File: config.mk
export PLATFORM = sky130hd
export DESIGN_NAME = first_nios2_system_sysid_wdog
export DESIGN_NICKNAME = d
export VERILOG_FILES = /design/src/rtl/first_nios2_system_sysid_wdog.sv
export SDC_FILE = /design/constraint.sdc
export NUM_CORES = 1
export LEC_CHECK = 0
export BUFFER_PORTS_ARGS = -buffer_cell sky130_fd_sc_hd__buf_2
export CAP_MARGIN = 5
export CORE_AREA = 3 3 40 42
export CTS_CLUSTER_DIAMETER = 50
export DETAILED_ROUTE_END_ITERATION = 8
export DIE_AREA = 0 0 43 45
export GPL_TIMING_DRIVEN = 0
export PLACE_DENSITY_LB_ADDON = 0.05
export SLEW_MARGIN = 15
export SYNTH_ARGS = -nofsm -noshare
export SYNTH_HDL_FRONTEND = slang
export SYNTH_SLANG_ARGS = --single-unit
File: constraint.sdc
create_clock -name clock -period 4.16 [get_ports clock]
set_clock_uncertainty 0.15 [all_clocks]
set_input_delay 0.208 -clock clock [delete_from_list [all_inputs] [get_ports clock]]
set_output_delay 0.208 -clock clock [all_outputs]
set_load 0.01 [all_outputs]
File: src/rtl/first_nios2_system_sysid_wdog.sv
// Saturating stall counter; expired_c flags that LIMIT stalled cycles have elapsed.
module first_nios2_system_sysid_wdog #(
    parameter int unsigned LIMIT = 255
) (
    input  logic clock,
    input  logic reset,
    input  logic clear,
    input  logic enable,
    output logic expired_c
);

    localparam int unsigned CNT_W = $clog2(LIMIT + 1);

    logic [CNT_W-1:0] cnt;

    // Clear wins over enable so every state entry starts from zero.
    always_ff @(posedge clock) begin
        if (reset || clear) begin
            cnt <= '0;
        end else if (enable && (cnt != CNT_W'(LIMIT))) begin
            cnt <= cnt + CNT_W'(1);
        end
    end

    assign expired_c = (cnt == CNT_W'(LIMIT));

endmodule

**After elaboration in Yosys (flattened, before gate mapping)**

Index checks and enable logic that the tools add are counted.

- Bits in registers: 8
- Input port bits: 4
- Output and inout port bits: 1
- Word-level logic and storage cells: 6

- Add/sub/neg operators: 1
- Equality and inequality tests: 2
- Reductions and logical operators: 2

Operators by type and width:

| cell | count |
|---|---|
| 8-bit by 1-bit adder with 8-bit output (second input constant) | 1 |
| 8-bit equality test (second input constant) | 1 |
| 8-bit inequality test (second input constant) | 1 |
| 1-bit logical AND | 1 |
| 1-bit logical OR | 1 |

**Depth between registers and ports, before layout**

Gate-level depths: netlist of the first run.

- Depth after elaboration: 2
- Gate-level depth with buffers: 4
- Mapped depth without buffers: 4

**Least setup slack after synthesis of the first run**

Ideal clock, no wire load.

- Path type: register to register
- Start: register cnt[0]
- End: register cnt[6]
- Setup time: 0.139 ns
- Arrival: 1.244 ns
- Data required time: 3.871 ns
- Slack: 2.627 ns
- Cell stages (with the launch flop): 5
- Path buffers: 0
- Period minus slack after synthesis: 1.533 ns
- Cell sequence: dfxtp_1 ha_1 and2_2 a2111oi_0 a2111oi_1

- Longest elaborated chain between the ends: 2
- Elaborated cells on any way between the ends: 3
- Those cells by class: 1 x add/sub; 1 x eq/ne; 1 x reduce/logical

Ends and longest elaborated chain:

| what | RTL line | source |
|---|---|---|
| start, declared | 14 | `logic [CNT_W-1:0] cnt;` |
| start signal, assigned | 21 | `cnt <= cnt + CNT_W'(1);` |
| branches (longest 2 deep; another with 8-bit by 1-bit adder with 8-bit output) | n/a |  |

Several ways; the timed one is not identified.
A chain may end at the register's enable or synchronous reset.

**Final worst setup path of the first run**

- Start: register cnt[5]
- End: output port expired_c

- Longest elaborated chain between the ends: 1

Ends and longest elaborated chain:

| what | RTL line | source |
|---|---|---|
| 8-bit equality test | 25 | `assign expired_c = (cnt == CNT_W'(LIMIT));` |
| end, declared | 9 | `output logic expired_c` |

No other way between the ends.

==> impl_results.md, run 1 <==
* Power share of the clock group at 0.414
* Max-slew headroom at 0.707
* Sequential power share at 0.536
* Fin util at 0.379
* Setup violators final at 0
* Synthesized area at between 400 and 500 um^2
* Comb pwr share at 0.050
* Worst Setup End Kind: output pin
* Required @ worst endpoint at 3800 ps
* Final WS setup at approximately 2500 ps
* Worst hold path type: primary input to flop
* Cell Int Power at 113 uW
* Final Hold Fails at 0
* Nets at 63
* Clock transition at path regs at around 60 ps
* Post-DP Area at 464 um^2
* Max VDD drop at approximately 0.00016 V
* Initial Util at 0.331
* Via density per instance at slightly below 6
* Crit path launch type: flop
* RSZ-0062 raised after global routing: no
* Crit share post-route at 0.409
* Via count at 411
* Biggest register: cnt
* Max Freq at slightly below 0.6 GHz
* WL/cell at 14.0 um
* Root Buffer: clkbuf_4
* Pwr/cell area at roughly 300 nW/um^2
* Synth Register Bits at 8
* Pin count of the biggest net entering global routing at 8
* Worst Path Arrival at between 1000 and 1500 ps
* Die height at 45 um
* Share of cells above drive strength 1 at 0.179
* I/O Pins at 5
* Detailed Route WL at between 900 and 1000 um
* Net switching power at about 32 uW
* RD Place Congestion at around 0.75
* Post-route cell area at ~490 um^2
* Hold slack at 39.2 ps
* Hold-fix buffers, CTS at 0
* Largest registers: cnt x8
* Vias in the first global route at between 300 and 400
* Inserted Diodes at 0
* CTS Buf Count at 3
* Post-CTS Setup Repair Bufs at 0
* H-tree levels at 1
* Syn nets at between 50 and 60
* Max FFs per register at 8
* Rows at 13
* Cells after Synth at 49
* DP HPWL at 734 um
* CTS tree: built
* Outcome: complete, no violations
* Leak at roughly 0.17 nW
* CP max FO at 6
* Clock period minus worst slack at roughly 1700 ps
* CTS sink cnt at 8
* Syn Area/Cell at between 8 and 9 um^2
* Slew Limit Fails at 0
* Switching Share at 0.223
* # port buffers at 4
* Clock Latency Late Sink at 260 ps
* Router iterations before antenna repair at 4
* Commonest cells after routing, fill and taps aside: nand2_1 (8), dfxtp_1 (8), buf_2 (5), inv_1 (4)
* Drt first-iter violations at 10
* Die width at ~43 um
* Overflow after GRT at 0
* Maximum clock insertion buffer count at 2
* Worst Tran Pin Value at 438 ps
* Total GRT Usage at 0.118
* Crit Path Class: flop to output pin
* Hold depth at 2
* Initial antenna violation count at 0
* # DRC at 0
* Core area at around 1300 um^2
* First-pass GRT wire length at 1630 um
* Worst R2R Path Depth at 4
* Post-synth cell types at 25
* Ys Warns at 0
* Max_cap viols at 0
* Post_cts resized at 0
* Setup tns final at 0 ps
* Place WS at between 2000 and 2500 ps
* DRT antenna net count at 0
* P&R area growth vs syn at 14.4%
* Post-synthesis sequential area ratio at 0.376
* DIE AREA at roughly 1900 um^2
-- routing by layer --
metal,share of wire,vias up,track usage
li1,-,205,-
met5,0,-,0
met4,0.013,0,0.0542
met1,0.45,191,0.136
met2,0.46,13,0.180
met3,0.079,2,0.0637
-- logic make-up (layout without fill, tap and decap cells) --
| group | count (synthesis) | after routing | synth area share |
|---|---|---|---|
| AOI/OAI and AO/OA | 14 | 14 | 0.259 |
| adders and majority gates | 1 | 1 | 0.0294 |
| buffers and inverters | 5 | 12 | 0.0470 |
| DFF | 8 | 8 | 0.376 |
| muxes | 3 | 3 | 0.0706 |
| and+or+nand+nor | 18 | 18 | 0.218 |
-- cell type report --
| cell class | instances | area [um^2] |
|---|---|---|
| multi-input combinational | 36 | 245 |
| clock buffer | 3 | 22.5 |
| tap | 15 | 18.8 |
| fill | 146 | 798 |
| buffer | 1 | 5.00 |
| sequential | 8 | 160 |
| inverter | 4 | 15.0 |
| timing repair buffer | 4 | 20.0 |
-- critical path, stage by stage (launching register included) --
cell	delay, ps
dfxtp_1	380
and3_1	170
buf_2	160
inv_1	70
nor3_1	170
buf_2	150
-- power groups by stage --
stage	Clock, mW	Sequential [mW]	Combinational [mW]
floorplan	0	0.0795	0.00338
global placement	0	0.0795	0.00703
detailed placement	0	0.0797	0.00738
CTS	0.0637	0.0779	0.00741
global route	0.0684	0.0780	0.00825
finish	0.0603	0.0781	0.00733
-- synth_stat cells --
cell type / count / share of area
a2111oi_0: 3 / 0.062
a2111oi_1: 1 / 0.024
a211oi_1: 1 / 0.018
a21oi_1: 1 / 0.012
a311oi_1: 1 / 0.021
a31oi_1: 2 / 0.029
a41oi_1: 1 / 0.021
and2_2: 1 / 0.018
and3_1: 1 / 0.015
and4_1: 1 / 0.021
buf_2: 1 / 0.012
dfxtp_1: 8 / 0.38
ha_1: 1 / 0.029
inv_1: 4 / 0.035
mux2i_1: 3 / 0.071
nand2_1: 8 / 0.071
nand2_2: 1 / 0.015
nand4_1: 2 / 0.029
nor2_1: 1 / 0.0088
nor3_1: 1 / 0.012
o21ai_0: 1 / 0.012
o21bai_1: 1 / 0.018
o311a_1: 1 / 0.024
o31a_1: 1 / 0.021
or3_1: 2 / 0.029
-- final timing paths --
kind	start	end	slack, ps
hold reg to reg	cnt[6]	cnt[6]	340
setup / recovery	cnt[5]	expired_c	2460
setup reg to reg	cnt[0]	cnt[6]	2520
hold / removal	reset	cnt[6]	40
-- metrics by stage --
step / power, mW / cells
2_1_floorplan: 0.0828 / 49
3_3_place_gp: 0.0866 / 68
3_5_place_dp: 0.0871 / 68
4_1_cts: 0.149 / 71
5_1_grt: 0.155 / 71
6_report: 0.146 / 71
Note: power is estimated with default switching activity, not from simulation.
==> run 2: changes to the inputs <==
--- a/config.mk
+++ b/config.mk
@@ -5,6 +5,7 @@
 export SDC_FILE = /design/constraint.sdc
 export NUM_CORES = 1
 export LEC_CHECK = 0
+export ABC_AREA = 1
 export BUFFER_PORTS_ARGS = -buffer_cell sky130_fd_sc_hd__buf_2
 export CAP_MARGIN = 5
 export CORE_AREA = 3 3 40 42
==> constraint.sdc (replaced) <==
create_clock -name clock -period 1.5 [get_ports clock]
set_clock_uncertainty 0.15 [all_clocks]
set_input_delay 0.075 -clock clock [delete_from_list [all_inputs] [get_ports clock]]
set_output_delay 0.075 -clock clock [all_outputs]
set_load 0.01 [all_outputs]
==> run 2 against run 1 <==
  * Non-clock buffer count rose by 9
  * First-iteration DRC count decreased by 50%
  * Largest cell class unchanged
  * Critical path type unchanged
  * Via count rose by 15%
  * Core utilization rose by 10 points
  * Design area up 27%
  * Area after synthesis grew 7.4%
==> impl_results.md, run 2 <==
* Slew Limit Fails at 0 (unchanged)
* Largest family of logic cells by synthesized area: simple AND/OR/NAND/NOR gates
* Setup violators final at 0 (unchanged)
* Via density per instance at 4.65 (-20%)
* P&R area growth vs syn at 35.1%
* H-tree levels at 1 (unchanged)
* Maximum clock insertion buffer count at 2 (unchanged)
* Final WS setup at 130 ps (-2330 ps)
* Share of cells above drive strength 1 at 0.276 (+0.0973)
* Ys Warns at 0 (unchanged)
* Initial antenna violation count at 0 (unchanged)
* Complex-gate fraction of the synthesized area at 0.0877 (-0.171)
* Synthesized area at 457 um^2 (+7.4%)
* Post-synth cell types at 16 (-36%)
* CTS tree: built
* Worst hold path type: flop to flop
* Overflow after GRT at 0 (unchanged)
* Crit share post-route at 0.914
* Critical path, cell by cell: nand2_1, nor2_1, nand2_2, inv_2, buf_6
* Max_cap viols at 0 (unchanged)
* First-pass GRT wire length at 1750 um (+7.6%)
* Die height at 45 um (unchanged)
* Final Hold Fails at 0 (unchanged)
* Inserted Diodes at 0 (unchanged)
* Initial Util at 0.355 (+0.0243)
* Post-synthesis sequential area ratio at 0.351 (-0.0258)
* Post-Synth Adder-Cell Area at 0.0274 (-0.00201)
* Asr flop ratio synth at 0 (unchanged)
* Count leader, synth: nand2_1
* Vias in the first global route at 416 (+12%)
* Worst Path Arrival at 1150 ps (-190 ps)
* Cells after Synth at 72 (+47%)
* Most common cell after layout, fill and taps aside: nand2_1
* Comb pwr share at 0.084 (+0.034)
* Core area at 1280 um^2 (unchanged)
* Yosys top cell by area: dfxtp_1
* Simple-Gate Fraction of Synth Area at 0.419 (+0.202)
* Switching Share at 0.239 (+0.0160)
* Max FFs per register at 8 (unchanged)
* Max-slew headroom at 0.675 (-0.0317)
* Commonest cells after routing, fill and taps aside: nand2_1 (16), nor2_1 (14), inv_1 (8), buf_4 (7)
* Router iterations before antenna repair at 4 (unchanged)
* Place WS at 55.8 ps (-2440 ps)
* Detailed Route WL at 1020 um (+2.8%)
* DIE AREA at 1940 um^2 (unchanged)
* Setup tns final at 0 ps (unchanged)
* Leak at 0.281 nW (+67%)
* Fin util at 0.480 (+0.101)
* Syn Area/Cell at 6.34 um^2 (-27%)
* XOR/XNOR share of the synthesized area at 0 (unchanged)
* Required @ worst endpoint at 1270 ps (-2530 ps)
* Slowest stage delay, CP at 380 ps (about the same)
* Cell Int Power at 327 uW (+190%)
* Rows at 13 (unchanged)
* Clock transition at path regs at 60 ps (about the same)
* Sequential power share at 0.507 (-0.029)
* Synth Register Bits at 8 (unchanged)
* Worst Tran Pin Value at 485 ps (+47.4 ps)
* CTS sink cnt at 8 (unchanged)
* Syn nets at 77 (+43%)
* RD Place Congestion at 0.718 (-3.6%)
* Pwr/cell area at 697 nW/um^2 (+130%)
* Biggest register: cnt
* DP HPWL at 659 um (-10%)
* Power Total at 430 uW (+200%)
* Drt first-iter violations at 5 (-5)
* Net switching power at 103 uW (+220%)
* Die width at 43 um (unchanged)
* Max Freq at roughly 0.73 GHz
* Power share of the clock group at 0.409 (-0.005)
* CP Buf/Inv Count at 2 (-1)
* Number of fillers in the final layout at 137 (-6.2%)
* # port buffers at 3 (-1)
* Nets at 94 (+49%)
* Post-synth EDFFs at 0 (unchanged)
* Crit path launch type: flop
* Clock period minus worst slack at 1370 ps
* DRT antenna net count at 0 (unchanged)
* Most used DFF post-synth: dfxtp_1
* Outcome: complete, no violations
* Root Buffer: clkbuf_4
* Synth top cells by count: nand2_1 (18), nor2_1 (15), inv_1 (9)
* Via count at 474 (+15%)
* RSZ-0062 raised after global routing: no
* Pin count of the biggest net entering global routing at 10 (+2)
* Total GRT Usage at 0.128 (+0.0101)
* Post-synthesis mux area share at 0 (-0.0706)
* Clock Latency Late Sink at 260 ps (about the same)
* Worst path slowest cell: dfxtp_1
* CP max FO at 4 (-2)
* CP top delay family: flip-flops
* CTS Buf Count at 3 (unchanged)
* WL/cell at 10.0 um (-28%)
* Worst Setup End Kind: output pin
* I/O Pins at 5 (unchanged)
* Largest registers: cnt x8
* Max VDD drop at 0.000454 V (+180%)
* Area contributors post-synth: dfxtp_1 (35%), nand2_1 (15%), nor2_1 (12%)
* Crit Path Class: flop to output pin
* # DRC at 0 (unchanged)
* Post-synth top area share at 0.351 (-0.0258)
==> run 2: changes by cell type after synthesis, sizes merged, moves of 2 or more <==
cell,change
a31oi,-2
mux2i,-3
nand2,+10
nand3,+4
nand3b,+2
nor2,+15
or3,-2
inv,+5
a21oi,+5
a2111oi,-4
==> run 2: cells by family after synthesis <==
family                   count (synthesis)
buffers and inverters                   11
AND/OR/NAND/NOR                         44
adder cells (fa/ha/maj)                  1
AO/OA/AOI/OAI                            8
flip-flops                               8
==> run 2: metal layers <==
layer	up-vias	part of all wire	global-route usage
met4	0	0.0078	0.0542
met1	207	0.50	0.146
met5	-	0	0
met3	2	0.053	0.0717
li1	258	-	-
met2	7	0.44	0.198
==> run 2: worst register-to-register path: stages, from the launching register on <==
cell	delay [ps]
dfxtp_1	380
nand2_1	90
nor2_1	150
nand2_2	110
buf_4	150
a21oi_1	140
nor2_1	60
==> run 2: stage by stage <==
| stage | std cells | area, um^2 | hold slack (ps) |
|---|---|---|---|
| floorplan | 72 | 457 | 78.2 |
| global placement | 90 | 490 | 186 |
| detailed placement | 90 | 490 | 193 |
| CTS | 101 | 598 | 406 |
| global route | 102 | 617 | 428 |
| finish | 102 | 617 | 412 |
==> run 2: layout make-up <==
cell class	count	area [um^2]	share of cell area
Sequential cell	8	163	0.264
Timing Repair Buffer	13	108	0.174
Buffer	1	7.51	0.0122
Clock buffer	3	22.5	0.0365
Tap cell	15	18.8	0.0304
Inverter	9	33.8	0.0548
Multi-Input combinational cell	53	264	0.428
==> run 2: final timing paths <==
kind / start / end / slack, ps / depth (start not counted)
setup reg to reg: cnt[6] / cnt[5] / 160 / 6
setup / recovery: cnt[6] / expired_c / 130 / 5
hold reg to reg: cnt[7] / cnt[7] / 410 / 4
hold / removal: cnt[7] / cnt[7] / 410 / 4
==> run 2: power groups by stage <==
stage	combinational [mW]	sequential (mW)	clock (mW)
after floorplan	0.0179	0.221	0
after global routing	0.0414	0.218	0.195
after global placement	0.0244	0.222	0
after detailed placement	0.0247	0.222	0
after CTS	0.0357	0.218	0.176
final	0.0361	0.218	0.176
==> run 2: repair_timing <==
item	CTS	global route
gates cloned	0	0
pin swaps	3	3
endpoints found under the setup margin	1	6
setup buffers	5	2
hold buffers	3	0
endpoints found under the hold margin	3	0
resized for setup	6	4
